==> config.mk <==
export PLATFORM = sky130hd
export DESIGN_NAME = xmpl_fft_sched_flat
export DESIGN_NICKNAME = d
export VERILOG_FILES = /design/src/rtl/xmpl_fft_pkg.sv /design/src/rtl/xmpl_fft_sched_if.sv /design/src/rtl/xmpl_rr_arb.sv /design/src/rtl/xmpl_fft_sched.sv /design/src/flat_wrapper.sv
export SDC_FILE = /design/constraint.sdc
export NUM_CORES = 1
export LEC_CHECK = 0
export ABC_CLOCK_PERIOD_IN_PS = 2600
export BUFFER_PORTS_ARGS = -buffer_cell sky130_fd_sc_hd__buf_2
export CAP_MARGIN = 20
export CORE_UTILIZATION = 50
export DETAILED_ROUTE_END_ITERATION = 10
export PLACE_DENSITY_LB_ADDON = 0.08
export SLEW_MARGIN = 25
export SYNTH_ARGS = -nofsm -noshare
export SYNTH_HDL_FRONTEND = slang
export SYNTH_SLANG_ARGS = --single-unit
==> constraint.sdc <==
create_clock -name clk_i -period 2.6 [get_ports clk_i]
set_input_delay 0.26 -clock clk_i [delete_from_list [all_inputs] [get_ports clk_i]]
set_output_delay 0.26 -clock clk_i [all_outputs]
set_load 0.005 [all_outputs]
==> src/rtl/xmpl_fft_pkg.sv <==
// Shared types and constants for the FFT engine scheduler: FSM state encoding,
// status word bit positions and default field widths.
package xmpl_fft_pkg;

  localparam int unsigned LEN_W_DEF = 12;
  localparam int unsigned TMO_W_DEF = 16;
  localparam int unsigned OWNER_W   = 4;
  localparam int unsigned FCNT_W    = 16;

  // Encoding is visible to software through status_o[2:0]
  typedef enum logic [2:0] {
    ST_IDLE  = 3'd0,
    ST_START = 3'd1,
    ST_RUN   = 3'd2,
    ST_FIN   = 3'd3,
    ST_ABORT = 3'd4
  } state_e;

  localparam int unsigned STAT_STATE_LSB  = 0;
  localparam int unsigned STAT_BUSY_BIT   = 3;
  localparam int unsigned STAT_OWNER_LSB  = 4;
  localparam int unsigned STAT_STICKY_BIT = 8;
  localparam int unsigned STAT_FCNT_LSB   = 16;

endpackage

==> src/rtl/xmpl_fft_sched_if.sv <==
// Handshake between the scheduler (master) and the shared FFT engine (slave).
interface xmpl_fft_sched_if
  import xmpl_fft_pkg::*;
#(
  parameter int unsigned LEN_W = LEN_W_DEF
);
  logic             fft_start_o;
  logic [LEN_W-1:0] fft_len_o;
  logic             fft_abort_o;
  logic             fft_busy_i;
  logic             fft_done_i;

  modport master (
    output fft_start_o, fft_len_o, fft_abort_o,
    input  fft_busy_i,  fft_done_i
  );

  modport slave (
    input  fft_start_o, fft_len_o, fft_abort_o,
    output fft_busy_i,  fft_done_i
  );
endinterface

==> src/rtl/xmpl_rr_arb.sv <==
// Combinational round-robin pick: first requester at or after ptr_i, wrapping.
module xmpl_rr_arb
  import xmpl_fft_pkg::*;
#(
  parameter int unsigned NUM_REQ = 4
) (
  input  logic [NUM_REQ-1:0] req_i,
  input  logic [OWNER_W-1:0] ptr_i,
  output logic [NUM_REQ-1:0] gnt_o,
  output logic [OWNER_W-1:0] idx_o,
  output logic               valid_o
);

  // Pass one searches [ptr, NUM_REQ); pass two takes the lowest index as the wrap.
  always_comb begin
    gnt_o   = '0;
    idx_o   = '0;
    valid_o = 1'b0;
    for (int unsigned i = 0; i < NUM_REQ; i++) begin
      if (!valid_o && req_i[i] && (OWNER_W'(i) >= ptr_i)) begin
        valid_o  = 1'b1;
        gnt_o[i] = 1'b1;
        idx_o    = OWNER_W'(i);
      end
    end
    for (int unsigned i = 0; i < NUM_REQ; i++) begin
      if (!valid_o && req_i[i]) begin
        valid_o  = 1'b1;
        gnt_o[i] = 1'b1;
        idx_o    = OWNER_W'(i);
      end
    end
  end

endmodule

==> src/rtl/xmpl_fft_sched.sv <==
// Round-robin scheduler sharing one FFT engine among NUM_REQ requesters.
// Optional frame counter on status_o[31:16] with XMPL_FFT_SCHED_STATS_EN.
module xmpl_fft_sched
  import xmpl_fft_pkg::*;
#(
  parameter int unsigned NUM_REQ = 4,
  parameter int unsigned LEN_W   = LEN_W_DEF,
  parameter int unsigned TMO_W   = TMO_W_DEF
) (
  input  logic                     clk_i,
  input  logic                     reset_i,
  input  logic [NUM_REQ-1:0]       req_i,
  input  logic [NUM_REQ*LEN_W-1:0] len_i,
  input  logic [TMO_W-1:0]         timeout_i,
  input  logic                     clr_err_i,
  xmpl_fft_sched_if.master         fft,
  output logic [NUM_REQ-1:0]       grant_o,
  output logic [NUM_REQ-1:0]       done_o,
  output logic                     err_o,
  output logic [31:0]              status_o
);

  state_e             state_q,  state_d;
  logic [OWNER_W-1:0] ptr_q,    ptr_d;
  logic [OWNER_W-1:0] owner_q,  owner_d;
  logic [LEN_W-1:0]   len_q,    len_d;
  logic [TMO_W-1:0]   cnt_q,    cnt_d;
  logic               sticky_q, sticky_d;
  logic [NUM_REQ-1:0] grant_q,  grant_d;
  logic               start_q,  start_d;
  logic               abort_q,  abort_d;
  logic [NUM_REQ-1:0] done_q,   done_d;
  logic               err_q,    err_d;
  logic [FCNT_W-1:0]  frame_cnt;

  logic [NUM_REQ-1:0] arb_gnt;
  logic [OWNER_W-1:0] arb_idx;
  logic               arb_valid;
  logic [LEN_W-1:0]   pick_len;

  xmpl_rr_arb #(.NUM_REQ(NUM_REQ)) u_arb (
    .req_i   (req_i),
    .ptr_i   (ptr_q),
    .gnt_o   (arb_gnt),
    .idx_o   (arb_idx),
    .valid_o (arb_valid)
  );

  always_comb begin
    pick_len = '0;
    for (int unsigned i = 0; i < NUM_REQ; i++) begin
      if (arb_gnt[i]) pick_len = len_i[i*LEN_W +: LEN_W];
    end
  end

  // Outputs are registered, so each state's outputs are loaded on entry to it.
  always_comb begin
    state_d  = state_q;
    ptr_d    = ptr_q;
    owner_d  = owner_q;
    len_d    = len_q;
    cnt_d    = cnt_q;
    grant_d  = grant_q;
    start_d  = 1'b0;
    abort_d  = 1'b0;
    done_d   = '0;
    err_d    = 1'b0;
    sticky_d = clr_err_i ? 1'b0 : sticky_q;
    case (state_q)
      ST_IDLE: begin
        if (arb_valid) begin
          owner_d = arb_idx;
          len_d   = pick_len;
          if (pick_len == '0) begin
            state_d = ST_FIN;
            done_d  = arb_gnt;
            err_d   = 1'b1;
          end else begin
            state_d = ST_START;
            start_d = 1'b1;
            grant_d = arb_gnt;
          end
        end
      end
      ST_START: begin
        state_d = ST_RUN;
        cnt_d   = '0;
      end
      ST_RUN: begin
        cnt_d = cnt_q + TMO_W'(1);
        if (fft.fft_done_i) begin
          state_d = ST_FIN;
          done_d  = grant_q;
          grant_d = '0;
        end else if ((timeout_i != '0) && (cnt_q == timeout_i - TMO_W'(1))) begin
          state_d  = ST_ABORT;
          abort_d  = 1'b1;
          sticky_d = 1'b1;
        end
      end
      ST_ABORT: begin
        state_d = ST_FIN;
        done_d  = grant_q;
        err_d   = 1'b1;
        grant_d = '0;
      end
      ST_FIN: begin
        state_d = ST_IDLE;
        ptr_d   = (owner_q == OWNER_W'(NUM_REQ - 1)) ? '0 : owner_q + OWNER_W'(1);
      end
      default: state_d = ST_IDLE;
    endcase
  end

  always_ff @(posedge clk_i or posedge reset_i) begin
    if (reset_i) begin
      state_q  <= ST_IDLE;
      ptr_q    <= '0;
      owner_q  <= '0;
      len_q    <= '0;
      cnt_q    <= '0;
      sticky_q <= 1'b0;
      grant_q  <= '0;
      start_q  <= 1'b0;
      abort_q  <= 1'b0;
      done_q   <= '0;
      err_q    <= 1'b0;
    end else begin
      state_q  <= state_d;
      ptr_q    <= ptr_d;
      owner_q  <= owner_d;
      len_q    <= len_d;
      cnt_q    <= cnt_d;
      sticky_q <= sticky_d;
      grant_q  <= grant_d;
      start_q  <= start_d;
      abort_q  <= abort_d;
      done_q   <= done_d;
      err_q    <= err_d;
    end
  end

`ifdef XMPL_FFT_SCHED_STATS_EN
  logic [FCNT_W-1:0] fcnt_q, fcnt_d;

  always_comb begin
    fcnt_d = fcnt_q;
    if ((state_q == ST_FIN) && !err_q) fcnt_d = fcnt_q + FCNT_W'(1);
  end

  always_ff @(posedge clk_i or posedge reset_i) begin
    if (reset_i) fcnt_q <= '0;
    else         fcnt_q <= fcnt_d;
  end

  assign frame_cnt = fcnt_q;
`else
  assign frame_cnt = '0;
`endif

  assign grant_o         = grant_q;
  assign done_o          = done_q;
  assign err_o           = err_q;
  assign fft.fft_start_o = start_q;
  assign fft.fft_len_o   = len_q;
  assign fft.fft_abort_o = abort_q;

  always_comb begin
    status_o                               = '0;
    status_o[STAT_STATE_LSB +: 3]          = state_q;
    status_o[STAT_BUSY_BIT]                = fft.fft_busy_i;
    status_o[STAT_OWNER_LSB +: OWNER_W]    = owner_q;
    status_o[STAT_STICKY_BIT]              = sticky_q;
    status_o[STAT_FCNT_LSB +: FCNT_W]      = frame_cnt;
  end

endmodule

==> src/flat_wrapper.sv <==
// flat-port wrapper written by rule: the top's interface ports become plain ports
module xmpl_fft_sched_flat import xmpl_fft_pkg::*;
#(
  parameter int unsigned NUM_REQ = 4,
  parameter int unsigned LEN_W   = LEN_W_DEF,
  parameter int unsigned TMO_W   = TMO_W_DEF
)
  (clk_i, reset_i, req_i, len_i, timeout_i, clr_err_i, grant_o, done_o, err_o, status_o, fft_fft_start_o, fft_fft_len_o, fft_fft_abort_o, fft_fft_busy_i, fft_fft_done_i);
  xmpl_fft_sched_if #(.LEN_W(LEN_W)) fft_i ();
  input  logic clk_i;
  input  logic reset_i;
  input  logic [NUM_REQ-1:0] req_i;
  input  logic [NUM_REQ*LEN_W-1:0] len_i;
  input  logic [TMO_W-1:0] timeout_i;
  input  logic clr_err_i;
  output logic [NUM_REQ-1:0] grant_o;
  output logic [NUM_REQ-1:0] done_o;
  output logic err_o;
  output logic [31:0] status_o;
  output wire logic [$bits(fft_i.fft_start_o)-1:0] fft_fft_start_o;
  output wire logic [$bits(fft_i.fft_len_o)-1:0] fft_fft_len_o;
  output wire logic [$bits(fft_i.fft_abort_o)-1:0] fft_fft_abort_o;
  input wire logic [$bits(fft_i.fft_busy_i)-1:0] fft_fft_busy_i;
  input wire logic [$bits(fft_i.fft_done_i)-1:0] fft_fft_done_i;
  assign fft_fft_start_o = fft_i.fft_start_o;
  assign fft_fft_len_o = fft_i.fft_len_o;
  assign fft_fft_abort_o = fft_i.fft_abort_o;
  assign fft_i.fft_busy_i = fft_fft_busy_i;
  assign fft_i.fft_done_i = fft_fft_done_i;
  xmpl_fft_sched #(.NUM_REQ(NUM_REQ), .LEN_W(LEN_W), .TMO_W(TMO_W)) u_core (.clk_i(clk_i), .reset_i(reset_i), .req_i(req_i), .len_i(len_i), .timeout_i(timeout_i), .clr_err_i(clr_err_i), .fft(fft_i), .grant_o(grant_o), .done_o(done_o), .err_o(err_o), .status_o(status_o));
endmodule
==> impl_metrics.env, run 1 <==
export IMPL_fin_ws_ns=-0.009054
export IMPL_layout_common_cells="buf_2 (100), buf_4 (48), dfrtp_1 (45), nand2_1 (41), o21ai_0 (32)"
export IMPL_io_pins=128
export IMPL_crit_slowest_cell="dfrtp_2"
export IMPL_synth_flop_cell="dfrtp_1"
export IMPL_hold_path_class="in -> reg"
export IMPL_status="finished, violations left"
export IMPL_cts_tree="done"
export IMPL_rsz0062_at_grt="true"
export IMPL_cpMostUsedCell="buf_4"
export IMPL_fillers=489
export IMPL_synth_edff_count=0
export IMPL_power_uw=3792
export IMPL_maxCapViolations=0
export IMPL_totalWireLength_um=9609
export IMPL_ys_top_cells_by_area="dfrtp_1 (36%), buf_4 (6.2%), o21ai_0 (4.9%)"
export IMPL_p_sw_share_pct=41.18
export IMPL_synth_top_area_share_pct=35.78
export IMPL_switchingPower_uw=1561
export IMPL_fin_setup_tns_ns=-0.009054
export IMPL_dieWidth_um=83.08
export IMPL_cts_sinks=47
export IMPL_die_h_um=83.08
export IMPL_async_flop_share_pct=100.0
export IMPL_crit_chain="buf_6, or2_2, o311ai_4, clkbuf_16, nand3_2, a311oi_4, a2111oi_4, buf_4, nand4_1, nor2_1, buf_4, o31a_1"
export IMPL_grt_pass1_wl_um=14900
export IMPL_skew_ns=0.006606
export IMPL_via_per_inst=5.839
export IMPL_syn_area_per_cell_um2=8.364
export IMPL_core_area_um2=6350
export IMPL_path_max_fanout=6
export IMPL_antenna_diode_count=0
export IMPL_m1WireLength_um=3926
export IMPL_placement_io_buffers=100
export IMPL_p_int_uw=2230
export IMPL_pre_cts_ws_ns=-0.2039
export IMPL_met3_wirelength_um=695
export IMPL_syn_to_final_growth_pct=38.83
export IMPL_gp_congestion=0.8239
export IMPL_startpoint_type="flip-flop"
export IMPL_highest_layer="met4"
export IMPL_cp_end_kind="flip-flop"
export IMPL_seq_area_um2=1179
export IMPL_comb_power_share_pct=56.2
export IMPL_grt_util_all_layers_pct=26.16
export IMPL_rows=29
export IMPL_hold_viol=0
export IMPL_yosysWarnings=0
export IMPL_antenna_left=0
export IMPL_violations="negative setup slack"
export IMPL_clk_latency_ns=0.31
export IMPL_cpPeakStageDelay_ns=0.45
export IMPL_power_frac_seq_pct=28.8
export IMPL_wl_met2_um=4720
export IMPL_cts_buffers=5
export IMPL_synth_cells=393
export IMPL_p_leak_uw=0.002114
export IMPL_fmax_mhz=383.3
export IMPL_vdd_drop_max_mv=0.4935
export IMPL_finalCriticalPeriod_ns=2.609
export IMPL_multi_input_area_um2=2156
export IMPL_ys_seq_elements=47
export IMPL_setup_viol=1
export IMPL_relSlewSlack_pct=62.06
export IMPL_drc=0
export IMPL_cts_max_path_buffers=2
export IMPL_antenna_found_initial=0
export IMPL_synth_top_area_cell="dfrtp_1"
export IMPL_grt_max_degree=26
export IMPL_final_common_cell="buf_2"
export IMPL_die_area_um2=6902
export IMPL_synth_area_um2=3287
export IMPL_dpl_hpwl_um=6759
export IMPL_tightestPinTransition_ns=0.5620
export IMPL_cts_clk_slew_worst_paths_ns=0.09
export IMPL_p_clk_share_pct=15.0
export IMPL_h_tree_depth=2
export IMPL_start_util_pct=51.76
export IMPL_cp_data_arrival_time_ns=2.81
export IMPL_avgRoutedWirePerCell_um=15.78
export IMPL_timing_worst_setup_path_type="reg -> reg"
export IMPL_finalCritPeriodShare_pct=100.3
export IMPL_powerDensity_nw_per_um2=830.9
export IMPL_dr_pass1_iters=4
export IMPL_root_buffer="clkbuf_8"
export IMPL_drtIter0Drc=163
export IMPL_vias=3556
export IMPL_nets=607
export IMPL_yosysUniqueCellTypes=55
export IMPL_overflow=0
export IMPL_drv_slew=0
export IMPL_seq_area_frac_synth_pct=35.78
export IMPL_crit_required_ns=2.80
export IMPL_grt_pass1_vias=3365
export IMPL_layout_drive_gt1_share_pct=37.78
==> power groups by stage <==
stage	combinational (µW)	sequential (µW)	clock (µW)
global route	2310	1110	608
finish	2130	1090	568
detailed placement	1610	1090	0
floorplan	991	1060	0
CTS	1690	1090	575
global placement	1580	1090	0
==> flip-flops by register name (all words and copies together), names as in the netlist <==
register / count
u_core.fft.fft_len_o: 12
u_core.sticky_q: 1
u_core.owner_q: 2
u_core.state_q: 3
u_core.ptr_q: 2
u_core.cnt_q: 16
u_core.grant_o: 4
u_core.fft.fft_abort_o: 1
u_core.fft.fft_start_o: 1
u_core.err_o: 1
u_core.done_o: 4
==> what timing repair did <==
item,CTS,global route
setup endpoints to repair,11,12
resized for setup,12,37
pin swaps,4,12
cloned,0,2
hold buffers,1,0
hold endpoints to repair,7,0
setup buffers,0,10
==> per-stage QoR <==
step | util, % | std cells | instance area (µm²) | hold slack [ns]
final | 71.86 | 609 | 4563 | 0.1746
after global routing | 71.86 | 609 | 4563 | 0.1621
after CTS | 66.19 | 597 | 4203 | 0.1673
after detailed placement | 63.31 | 588 | 4020 | 0.3394
after global placement | 63.31 | 588 | 4020 | 0.3278
after floorplan | - | 417 | 3377 | 0.3303
==> layer usage <==
metal	global-route usage (%)	vias up
li1	-	1672
met1	31.85	1675
met5	0	-
met2	45.75	175
met4	8.777	0
met3	5.666	34
==> cell families after synthesis <==
| group | synth area share [%] |
|---|---|
| XOR/XNOR | 5.862 |
| buffers and inverters | 9.973 |
| multiplexers | 1.865 |
| other | 0.1141 |
| flip-flops | 35.78 |
| AND/OR/NAND/NOR | 24.13 |
| adder cells (fa/ha/maj) | 1.142 |
| AO/OA/AOI/OAI | 21.13 |
==> cell usage after synthesis (2+ instances only) <==
| cell type | instances |
|---|---|
| a2111oi_0 | 5 |
| and3_1 | 3 |
| buf_4 | 27 |
| buf_2 | 4 |
| nand2b_1 | 6 |
| a311oi_1 | 11 |
| o211ai_1 | 3 |
| o2bb2ai_1 | 4 |
| xor2_1 | 7 |
| o21ai_1 | 2 |
| nand4_1 | 15 |
| nand2_1 | 41 |
| and2_1 | 7 |
| or4_1 | 3 |
| xnor2_1 | 15 |
| nor2b_1 | 4 |
| a21oi_1 | 13 |
| or2_2 | 2 |
| mux2i_1 | 5 |
| nor3_1 | 19 |
| dfrtp_1 | 47 |
| o31ai_1 | 4 |
| nor2_1 | 22 |
| inv_1 | 9 |
| o21ai_0 | 32 |
| a31oi_1 | 3 |
| a221oi_1 | 3 |
| a32o_1 | 4 |
| clkbuf_1 | 16 |
| ha_1 | 3 |
| o311ai_0 | 2 |
| nand3_1 | 26 |
| a2bb2oi_1 | 4 |
==> final cells by class <==
cell class,count,area share [%]
Clock inverter,3,1.015
Inverter,9,0.7403
Multi-Input combinational cell,313,47.24
Timing Repair Buffer,155,21.55
Sequential cell,47,25.83
Clock buffer,5,1.508
Tap cell,77,2.111
==> critical path: cells and delay by family, from the launching register on <==
| kind | cells | cell delay (ns) |
|---|---|---|
| AND/OR/NAND/NOR | 4 | 0.58 |
| flip-flops | 1 | 0.45 |
| buffers and inverters | 4 | 0.67 |
| AO/OA/AOI/OAI | 4 | 0.81 |
==> final timing paths <==
path / startpoint / to / slack [ns] / cells past startpoint
max in group asynchronous: reset_i / u_core.cnt_q[6] / 1.35 / 4
worst max register to register: u_core.ptr_q[0] / u_core.state_q[1] / -0.009 / 12
worst max-delay path: u_core.ptr_q[0] / u_core.state_q[1] / -0.009 / 12
worst min register to register: u_core.fft.fft_len_o[3] / u_core.fft.fft_len_o[3] / 0.49 / 2
min in group asynchronous: reset_i / u_core.owner_q[1] / 0.54 / 3
worst min-delay path: fft_fft_done_i / u_core.state_q[2] / 0.17 / 2
Power figures use the tool's default switching activity.
==> inputs of run 2 (changes only) <==
--- a/config.mk
+++ b/config.mk
@@ -15,3 +15,4 @@
 export SYNTH_ARGS = -nofsm -noshare
 export SYNTH_HDL_FRONTEND = slang
 export SYNTH_SLANG_ARGS = --single-unit
+export TNS_END_PERCENT = 10
==> impl_metrics.env, run 2 (synthesis results as in run 1) <==
export IMPL_status="finished, final reports clean"
export IMPL_dpl_hpwl_um=6759
export IMPL_seq_area_um2=1179
export IMPL_cp_data_arrival_time_ns=2.73
export IMPL_io_pins=128
export IMPL_final_common_cell="buf_2"
export IMPL_core_area_um2=6350
export IMPL_fmax_mhz=395.9
export IMPL_overflow=0
export IMPL_cts_tree="done"
export IMPL_fillers=524
export IMPL_tightestPinTransition_ns=0.5479
export IMPL_root_buffer="clkbuf_8"
export IMPL_rsz0062_at_grt="true"
export IMPL_h_tree_depth=2
export IMPL_grt_max_degree=26
export IMPL_power_frac_seq_pct=31.2
export IMPL_startpoint_type="flip-flop"
export IMPL_drc=0
export IMPL_finalCriticalPeriod_ns=2.526
export IMPL_hold_path_class="in -> reg"
export IMPL_regMostFlops="u_core.cnt_q"
export IMPL_nets=598
export IMPL_worstHoldStart="fft_fft_done_i"
export IMPL_holdWs_ns=0.1724
export IMPL_power_uw=3509
export IMPL_via_per_inst=5.700
export IMPL_finalCritPeriodShare_pct=97.14
export IMPL_hold_viol=0
export IMPL_drtIter0Drc=114
export IMPL_vdd_drop_max_mv=0.5418
export IMPL_largest_reg_flops=16
export IMPL_placement_io_buffers=100
export IMPL_avgRoutedWirePerCell_um=14.92
export IMPL_grt_pass1_wl_um=14870
export IMPL_placed_area_um2=4020
export IMPL_totalWireLength_um=8951
export IMPL_dr_pass1_iters=4
export IMPL_cts_sinks=47
export IMPL_powerDensity_nw_per_um2=803.6
export IMPL_antenna_left=0
export IMPL_timing_worst_setup_path_type="reg -> reg"
export IMPL_final_util_pct=68.77
export IMPL_cts_max_path_buffers=2
export IMPL_die_area_um2=6902
export IMPL_skew_ns=0.009248
export IMPL_crit_start="u_core.ptr_q[0]"
export IMPL_path_max_fanout=6
export IMPL_p_leak_uw=0.002041
export IMPL_fin_ws_ns=0.07435
export IMPL_gp_congestion=0.8239
export IMPL_crit_required_ns=2.81
export IMPL_start_util_pct=51.76
export IMPL_dieWidth_um=83.08
export IMPL_rows=29
export IMPL_p_sw_share_pct=40.50
export IMPL_r2r_start="u_core.ptr_q[0]"
export IMPL_cts_buffers=5
export IMPL_grt_pass1_vias=3354
export IMPL_cts_clk_slew_worst_paths_ns=0.10
export IMPL_comb_power_share_pct=52.8
export IMPL_layout_drive_gt1_share_pct=35.37
export IMPL_drv_slew=0
export IMPL_antenna_found_initial=0
export IMPL_antenna_diode_count=0
export IMPL_fin_area_um2=4367
export IMPL_grt_util_all_layers_pct=26.05
export IMPL_multi_input_area_um2=2039
export IMPL_maxCapViolations=0
export IMPL_setup_viol=0
export IMPL_vias=3420
export IMPL_switchingPower_uw=1421
export IMPL_pre_cts_ws_ns=-0.2039
export IMPL_die_h_um=83.08
export IMPL_p_int_uw=2088
export IMPL_relSlewSlack_pct=63.01
export IMPL_syn_to_final_growth_pct=32.85
export IMPL_cp_end_kind="flip-flop"
export IMPL_layout_common_cells="buf_2 (100), dfrtp_1 (45), nand2_1 (41), buf_4 (41), o21ai_0 (32)"
export IMPL_clk_latency_ns=0.31
export IMPL_p_clk_share_pct=16.0
## run 2: repair_timing
item                                    in CTS  in global routing
endpoints found under the setup margin      11                 12
buffers inserted                             0                  2
resized for setup                           10                 22
pin swaps                                    4                 17
hold buffers                                 1                  0
hold endpoints to repair                     7                  0
gates cloned                                 0                  1
## run 2: cell type report
type | instances | share of cell area (%)
clock inverters | 3 | 1.060
repair buffers | 146 | 20.69
well taps | 77 | 2.206
flip-flops and latches | 47 | 26.99
clock buffers | 5 | 1.576
multi-input cells | 313 | 46.70
inverters | 9 | 0.7736
## run 2: critical path: stages, from the launching register on
cell       delay [ns]
dfrtp_2          0.44
nand2b_4         0.16
a221oi_4         0.28
nand2b_4         0.21
buf_12           0.13
a311oi_2         0.12
a2111oi_2        0.37
buf_4            0.18
nand4_1          0.12
nor2_1           0.19
buf_4            0.16
o2bb2ai_1        0.06
## run 2: worst paths after layout
path / slack (ns) / cells after the start / end
max in group asynchronous: 1.37 / 4 / u_core.cnt_q[6]
worst min register to register: 0.49 / 2 / u_core.fft.fft_len_o[3]
worst max-delay path: 0.07 / 11 / u_core.grant_o[3]
worst min-delay path: 0.17 / 2 / u_core.fft.fft_abort_o
min in group asynchronous: 0.53 / 3 / u_core.fft.fft_len_o[6]
worst max register to register: 0.07 / 11 / u_core.grant_o[3]
## run 2: per-layer routing
| metal | GRT usage [%] | part of all wire, % | vias to the layer above |
|---|---|---|---|
| li1 | - | - | 1664 |
| met2 | 45.53 | 50 | 113 |
| met5 | 0 | 0 | - |
| met4 | 8.464 | 2.1 | 0 |
| met1 | 31.85 | 42 | 1624 |
| met3 | 5.666 | 5.6 | 19 |
## run 2: power by group through the flow
| stage | Combinational (µW) | Sequential [µW] | Clock (µW) |
|---|---|---|---|
| floorplan | 991 | 1060 | 0 |
| global placement | 1580 | 1090 | 0 |
| detailed placement | 1610 | 1090 | 0 |
| CTS | 1670 | 1080 | 575 |
| global route | 2050 | 1120 | 607 |
| finish | 1850 | 1100 | 562 |
## run 2: metrics by stage
| step | instances | TNS (ns) |
|---|---|---|
| after CTS | 597 | -0.00007772 |
| after floorplan | 417 | 0 |
| after global routing | 600 | -0.3750 |
| after global placement | 588 | -2.359 |
| after detailed placement | 588 | -2.002 |
| final | 600 | 0 |
